File: config.mk
export PLATFORM = sky130hd
export DESIGN_NAME = mul_shift_unit
export DESIGN_NICKNAME = d
export VERILOG_FILES = /design/src/rtl/mul_shift_unit_pkg.sv /design/src/rtl/mul_shift_datapath.sv /design/src/rtl/mul_shift_unit.sv
export SDC_FILE = /design/constraint.sdc
export NUM_CORES = 1
export LEC_CHECK = 0
export ABC_AREA = 1
export ABC_CLOCK_PERIOD_IN_PS = 2230
export CORE_MARGIN = 2
export CORE_UTILIZATION = 58
export DETAILED_ROUTE_END_ITERATION = 16
export HOLD_SLACK_MARGIN = 0.15
export PLACE_DENSITY = 0.81
export SYNTH_ARGS = -nofsm -noshare
export SYNTH_HDL_FRONTEND = slang
export SYNTH_SLANG_ARGS = --single-unit
File: constraint.sdc
create_clock -name CLOCK -period 2.23 [get_ports CLOCK]
set_input_delay 0.5575 -clock CLOCK [delete_from_list [all_inputs] [get_ports CLOCK]]
set_output_delay 0.5575 -clock CLOCK [all_outputs]
set_load 0.01 [all_outputs]
File: src/rtl/mul_shift_unit_pkg.sv
// Shared definitions for the multiply/shift unit: operation codes,
// FSM state encodings and the default datapath width.
package mul_shift_unit_pkg;

  localparam int WIDTH_DEFAULT = 8;

  typedef enum logic [1:0] {
    MUL_OP = 2'b00,
    SLL_OP = 2'b01,
    SRL_OP = 2'b10,
    ROR_OP = 2'b11
  } op_t;

  typedef enum logic [1:0] {
    IDLE   = 2'b00,
    RUN    = 2'b01,
    FINISH = 2'b10
  } state_t;

endpackage

File: src/rtl/mul_shift_datapath.sv
// Datapath of the multiply/shift unit. It holds the 2*WIDTH accumulator,
// the multiplicand/multiplier shift registers and the shift-add adder.
// For shift operations only the low WIDTH bits of the accumulator are used
// as the working shift register; the high half stays zero.
module mul_shift_datapath
  import mul_shift_unit_pkg::*;
#(
  parameter int WIDTH = WIDTH_DEFAULT
) (
  input  logic             clock,
  input  logic             reset,
  input  logic             load,
  input  logic             load_zero,
  input  logic             step,
  input  logic [1:0]       select,
  input  logic [WIDTH-1:0] data1,
  input  logic [WIDTH-1:0] data2,
  output logic [WIDTH-1:0] result,
  output logic             overflow
);

  logic [2*WIDTH-1:0] acc;
  logic [2*WIDTH-1:0] mcand;
  logic [WIDTH-1:0]   mplier;
  op_t                op;

  // Latch operands on load, then perform one shift-add or one-bit shift per step.
  always_ff @(posedge clock or posedge reset) begin
    if (reset) begin
      acc    <= '0;
      mcand  <= '0;
      mplier <= '0;
      op     <= MUL_OP;
    end else if (load) begin
      op     <= op_t'(select);
      mcand  <= {{WIDTH{1'b0}}, data1};
      mplier <= data2;
      if ((op_t'(select) == MUL_OP) || load_zero)
        acc <= '0;
      else
        acc <= {{WIDTH{1'b0}}, data1};
    end else if (step) begin
      case (op)
        MUL_OP: begin
          if (mplier[0])
            acc <= acc + mcand;
          mcand  <= mcand << 1;
          mplier <= mplier >> 1;
        end
        SLL_OP: acc <= {{WIDTH{1'b0}}, acc[WIDTH-2:0], 1'b0};
        SRL_OP: acc <= {{WIDTH{1'b0}}, 1'b0, acc[WIDTH-1:1]};
        ROR_OP: acc <= {{WIDTH{1'b0}}, acc[0], acc[WIDTH-1:1]};
        default: acc <= acc;
      endcase
    end
  end

  assign result   = acc[WIDTH-1:0];
  assign overflow = (op == MUL_OP) && (|acc[2*WIDTH-1:WIDTH]);

endmodule

File: src/rtl/mul_shift_unit.sv
// Multi-cycle multiply/shift unit beside the execute-stage ALU.
// Holds the control FSM and iteration counter; the datapath does the math.
// RESULT, OVERFLOW and DONE are captured on the edge that leaves FINISH,
// so DONE is high during the cycle after FINISH.
module mul_shift_unit
  import mul_shift_unit_pkg::*;
#(
  parameter int WIDTH = WIDTH_DEFAULT,
  parameter int CNT_W = 4
) (
  input  logic             CLOCK,
  input  logic             RESET,
  input  logic [WIDTH-1:0] DATA1,
  input  logic [WIDTH-1:0] DATA2,
  input  logic [1:0]       SELECT,
  input  logic             START,
  output logic [WIDTH-1:0] RESULT,
  output logic             BUSY,
  output logic             DONE,
  output logic             OVERFLOW
);

  localparam logic [WIDTH-1:0] WIDTH_V = WIDTH'(WIDTH);

  state_t           state;
  state_t           next_state;
  logic [CNT_W-1:0] count;
  logic [CNT_W-1:0] next_count;
  logic             load;
  logic             load_zero;
  logic             step;
  logic [WIDTH-1:0] ror_amount;
  logic [WIDTH-1:0] dp_result;
  logic             dp_overflow;

  assign ror_amount = DATA2 % WIDTH_V;

  mul_shift_datapath #(.WIDTH(WIDTH)) u_datapath (
    .clock    (CLOCK),
    .reset    (RESET),
    .load     (load),
    .load_zero(load_zero),
    .step     (step),
    .select   (SELECT),
    .data1    (DATA1),
    .data2    (DATA2),
    .result   (dp_result),
    .overflow (dp_overflow)
  );

  // Next-state, counter and datapath control decoding.
  always_comb begin
    next_state = state;
    next_count = count;
    load       = 1'b0;
    load_zero  = 1'b0;
    step       = 1'b0;
    case (state)
      IDLE: begin
        if (START) begin
          load = 1'b1;
          case (op_t'(SELECT))
            MUL_OP: begin
              next_count = CNT_W'(WIDTH);
              next_state = RUN;
            end
            SLL_OP, SRL_OP: begin
              if (DATA2 >= WIDTH_V) begin
                load_zero  = 1'b1;
                next_state = FINISH;
              end else if (DATA2 == '0) begin
                next_state = FINISH;
              end else begin
                next_count = DATA2[CNT_W-1:0];
                next_state = RUN;
              end
            end
            ROR_OP: begin
              if (ror_amount == '0) begin
                next_state = FINISH;
              end else begin
                next_count = ror_amount[CNT_W-1:0];
                next_state = RUN;
              end
            end
            default: next_state = IDLE;
          endcase
        end
      end
      RUN: begin
        step       = 1'b1;
        next_count = count - 1'b1;
        if (count == CNT_W'(1))
          next_state = FINISH;
      end
      FINISH:  next_state = IDLE;
      default: next_state = IDLE;
    endcase
  end

  // State, counter and registered outputs; reset discards any in-flight work.
  always_ff @(posedge CLOCK or posedge RESET) begin
    if (RESET) begin
      state    <= IDLE;
      count    <= '0;
      RESULT   <= '0;
      BUSY     <= 1'b0;
      DONE     <= 1'b0;
      OVERFLOW <= 1'b0;
    end else begin
      state <= next_state;
      count <= next_count;
      BUSY  <= (next_state == RUN);
      DONE  <= (state == FINISH);
      if (state == FINISH) begin
        RESULT   <= dp_result;
        OVERFLOW <= dp_overflow;
      end
    end
  end

endmodule

* After elaboration in Yosys (flattened, before gate mapping) *
Index checks and enable logic that the tools add are counted.

storage, ports and cells
  register bits after elaboration = 59
  memories = 0
  ROM bits = 0
  latch bits = 0
  bits of input ports = 21
  memory bits (writable) = 0
  logic and storage cells = 74

cells by class
  multiplexer cells = 31
  shift-type cells = 0
  order comparisons = 1
  eq/ne operators = 15
  add/sub/neg operators = 2
  bitwise logic cells = 0
  reductions and logical operators = 15
  divide/modulo/power cells = 0
  multiply operators = 0

operator list
  kind                                                                                 number
  16-bit 2-to-1 mux                                                                    6
  16-bit one-hot mux with 4 select lines                                               1
  8-bit 2-to-1 mux                                                                     4
  16-bit adder                                                                         1
  8-bit zero test                                                                      2
  4-bit 2-to-1 mux                                                                     4
  4-bit one-hot mux with 3 select lines                                                1
  2-bit equality test, second input constant                                           5
  2-bit 2-to-1 mux                                                                     5
  3-bit inequality test, second input constant                                         3
  2-bit by 1-bit equality test with 1-bit output, second input constant                4
  8-bit by 4-bit greater-or-equal comparator with 1-bit output, second input constant  1
  4-bit one-hot mux with 2 select lines                                                1
  8-bit OR reduction                                                                   1
  1-bit 2-to-1 mux                                                                     7
  2-bit zero test                                                                      3
  2-bit one-hot mux with 3 select lines                                                1
  2-bit nonzero test                                                                   3
  5-bit AND reduction                                                                  1
  4-bit by 1-bit equality test with 1-bit output, second input constant                1
  2-bit one-hot mux with 2 select lines                                                1
  2-bit AND reduction                                                                  2
  4-bit by 1-bit subtractor with 4-bit output, second input constant                   1
  3-bit by 2-bit inequality test with 1-bit output, second input constant              1
  4 further kinds                                                                      4

* Longest topological paths before layout *
  depth after elaboration = 8
  gate-level depth with buffers = 13
  mapped depth without buffers = 13

* Cells and area by module *
A second synthesis with hierarchy kept.

second synthesis, totals
  cells, all modules = 512
  area, all modules = 3916.3 µm²

modules (own cells, without submodules)
  module              cells an instance  times used  area an instance (µm²)  seq. area each (µm²)
  mul_shift_datapath  383                1           2966.6                  1051.0
  mul_shift_unit      129                1           949.7                   425.4

* Worst setup path after synthesis *
Ideal clock, no wire load.

  path kind = register to register
  start = reg u_datapath.acc[0]
  end = reg u_datapath.acc[14]
  setup time = 0.117 ns
  setup slack = 0.544 ns
  cell stages (with the launch flop) = 14
  required time = 2.113 ns
  period minus slack after synthesis = 1.686 ns
  buffers on the path = 0
  data arrival time = 1.569 ns
  cell sequence = dfrtp_1 > ha_1 > inv_1 > fa_1 > inv_1 > nand2_1 > nand2_1 > nand3_1 > nand2_1 > nand3_1 > nand2_1 > nand2_1 > nand3_1 > nand2_1

between the ends
  word-level cells in the longest chain between the ends = 5

ends and longest elaborated chain
  element                                 line                      RTL
  from (decl)                             mul_shift_datapath.sv:22  logic [2*WIDTH-1:0] acc;
  from (signal assigned)                  mul_shift_datapath.sv:41  acc <= {{WIDTH{1'b0}}, data1};
  from (signal assigned)                  mul_shift_datapath.sv:46  acc <= acc + mcand;
  from (signal assigned)                  mul_shift_datapath.sv:50  SLL_OP: acc <= {{WIDTH{1'b0}}, acc[WIDTH-2:0], 1'b0};
  16-bit adder                            mul_shift_datapath.sv:46
  16-bit 2-to-1 mux                       mul_shift_datapath.sv:45  if (mplier[0])
  16-bit one-hot mux with 4 select lines  mul_shift_datapath.sv:43  case (op)
  16-bit 2-to-1 mux                       mul_shift_datapath.sv:42  end else if (step) begin
  16-bit 2-to-1 mux                       mul_shift_datapath.sv:34  end else if (load) begin

No other way between the ends. The select of a mux whose other input is x is not followed.
A chain may end at the register's enable or synchronous reset.

* Worst setup path in the final report *
Ends and elaborated chain as after synthesis.

==> run summary <==
The flow ran to the end, and the final reports show no timing, DRC or antenna violations. Entering global routing, the biggest net connects 60 pins. Clock-pin slew was measured on the worst setup and hold paths at 70 ps.

The initial core utilization came out at 60.4%. The most used flip-flop cell after synthesis is dfrtp_1. The number of top-level pins is 32. In this run, the number of DRC markers left after iteration 0 of detailed routing was 219.

The TritonCTS clock tree is yes. The count of input and output buffers is 31. For this run, the number of Yosys warnings is 0. The post-detailed-route via-to-cell ratio came out at 5.58. The first global-routing pass estimated 14.9 mm of wire. The worst slew margin relative to its limit is 69.4%. The total CTS buffers came out at 9.

Final hold analysis gives a worst-case slack of 467 ps. The number of setup violations in the final report is 0. The worst min-delay path class is reg -> reg.

The region available for standard cell placement spans 0.00599 mm2. Leaving out fill and tap cells, the most frequent cell in the layout is nand2_1. In this run the post-CTS setup repair buffer count came out at 0.

The number of max-capacitance violations reported came out at 0. In this run the most critical hold path is launched from state[0]. The final max-slew violation count came out at 0. The initial antenna violation count is 0. The detailed-route wire length came out at 8.62 mm. The H-tree was split into 3 levels. The via count of the first global-routing pass came to 3241. The startpoint of the most critical register-to-register path is u_datapath.acc[0]. Summed over all cells, the static leakage comes to 2.09 nW.

In this run the deepest clock path goes through 2 buffers. After synthesis the netlist holds a flip-flop and latch count of 59. The number of iterations in the first detailed-routing pass came out at 5.

The smallest clock period supported by the final layout is computed as 1960 ps. The worst setup path is of the reg -> reg kind. The ratio of final minimum period to clock period came out at 88.1%. The mean routed wirelength per cell is 14.2 um. The async set-reset flop share out of synthesis is 100%. After detailed routing, the number of remaining DRC violations is 0.

The post-synthesis to final-layout area growth came out at 17.7%. The overall via count from detail_route is 3376. The maximum vdd drop is 0.840 mV. The fraction of final layout cells with drive strength greater than 1 came out at 8.11%. The final-stage net count is 567. At the placement stage, the worst setup path has a slack of -58.2 ps. The arrival time reported for the critical path endpoint is 2200 ps. The clock sink count came out at 59. The clock latency on the worst-skew pair is 350 ps.

The design draws 6.05 mW. In this run, post-CTS hold repair placed 0 buffers. The summed negative setup slack over all endpoints came out at 0 ps. The launch point of the critical path is u_datapath.acc[0]. The repair_antennas step left the layout with diodes totalling 0.

The number of synthesized flops with an enable pin came out at 0. The total count of hold-check failures in the final report is 0. The data required time at the worst endpoint came out at 2470 ps. The power density normalized to cell area is 1420 mW/mm2. The number of cell rows is 28. The placed wire-length estimate is 6.32 mm. The largest fanout on the critical path came out at 4. The final weighted congestion in routability-driven placement is 0.934. The sequential area share after synthesis came out at 40.8%. The die is 83.0 um tall.

The average footprint of a synthesized cell is 7.45 um2. The overall die width is 83.0 um. The clock root buffer is clkbuf_8.

The netlist uses 37 different library cells. The mapped netlist covers 0.00362 mm2. The clock skew is 11.7 ps. The count of nets left with antenna violations after detail routing is 0. The synthesized instance count came out at 486. The count of cells resized by post-cts repair is 0. The number of nets in the synthesized netlist is 527.

Setup repair after global routing left no endpoint under its margin. The setup slack of the critical path after layout is 265 ps. The maximum clock rate is 509 MHz. STA classifies the critical path startpoint as a register. The floorplan step defined a die boundary enclosing 0.00689 mm2. STA classifies the critical path endpoint as a register.

The worst-margin pin slew is 457 ps. Summed over all layers, the global routing overflow is 0. The combined global-route utilization of all metal layers is 26.6%. The library cells used most frequently in the layout, excluding fill and tap cells, are nand2_1 (133), dfrtp_1 (59), inv_1 (53).
==> synthesized netlist by cell type, types with 3 or more instances <==
cell	n	share of area (%)
a21oi_1	26	3.6
a31oi_1	8	1.4
buf_2	3	0.41
buf_4	3	0.62
clkbuf_1	3	0.31
dfrtp_1	59	41
ha_1	19	6.6
inv_1	54	5.6
inv_2	8	0.83
nand2_1	133	14
nand3_1	28	3.9
nand3b_1	4	0.83
nand4_1	7	1.2
nor2_1	38	3.9
o21ai_0	35	4.8
o21ai_1	15	2.1
o22ai_1	11	1.9
or2_2	3	0.52
==> cell families (layout without fill, tap and decap cells) <==
group | Yosys count | in the layout | share of synthesized area, %
compound gates | 106 | 106 | 16.5
xor+xnor | 3 | 3 | 0.726
fa+ha+maj | 20 | 20 | 7.12
buf+inv | 74 | 118 | 8.58
flops | 59 | 59 | 40.8
simple gates | 224 | 224 | 26.3
==> path summary, 6_finish.rpt <==
kind	to	slack, ps	cells past startpoint
max in group asynchronous	u_datapath.mcand[1]	1390	3
worst min register to register	DONE	470	1
worst max-delay path	u_datapath.acc[14]	270	13
worst max register to register	u_datapath.acc[14]	270	13
min in group asynchronous	u_datapath.mcand[9]	570	3
worst min-delay path	DONE	470	1
==> routing by layer <==
metal / share of wire (%) / GRT usage (%)
met5: 0 / 0
met4: 1.4 / 7.30
met3: 6.1 / 6.06
met2: 46 / 42.7
met1: 46 / 36.3
==> layout make-up <==
cell class | count | area [um2]
Inverter | 63 | 239
Clock buffer | 11 | 141
Timing Repair Buffer | 40 | 403
Sequential cell | 59 | 1480
Clock inverter | 4 | 75.1
Multi-Input combinational cell | 353 | 1830
Fill cell | 475 | 1730
Tap cell | 75 | 93.8
==> worst max-delay path, cell delays in order (launching register included) <==
cell and delay (ps):
dfrtp_1 400, ha_1 200, inv_1 60, fa_1 350, inv_1 80, nand2_1 60, nand2_1 80, nand3_1 100
nand2_1 150, nand3_1 110, nand2_1 80, nand2_1 50, nand3_1 70, nand2_1 50
==> where the power goes <==
group          total, mW  internal (mW)  switching, mW
registers           1.79           1.49          0.299
clock network       1.10          0.654          0.447
logic               3.16           1.22           1.95
==> state kept, by name, summed over array words and instances, names as in the netlist <==
name / flops
u_datapath.op: 2
OVERFLOW: 1
u_datapath.acc: 16
u_datapath.mplier: 8
state: 2
DONE: 1
RESULT: 8
u_datapath.mcand: 16
BUSY: 1
count: 4
==> metrics by stage <==
stage	utilization [%]	cells	area [um2]
floorplan	-	486	3620
global placement	67.5	590	4040
detailed placement	67.5	590	4040
CTS	71.1	605	4260
global route	71.1	605	4260
finish	71.1	605	4260
(Power assumes the default switching activity.)
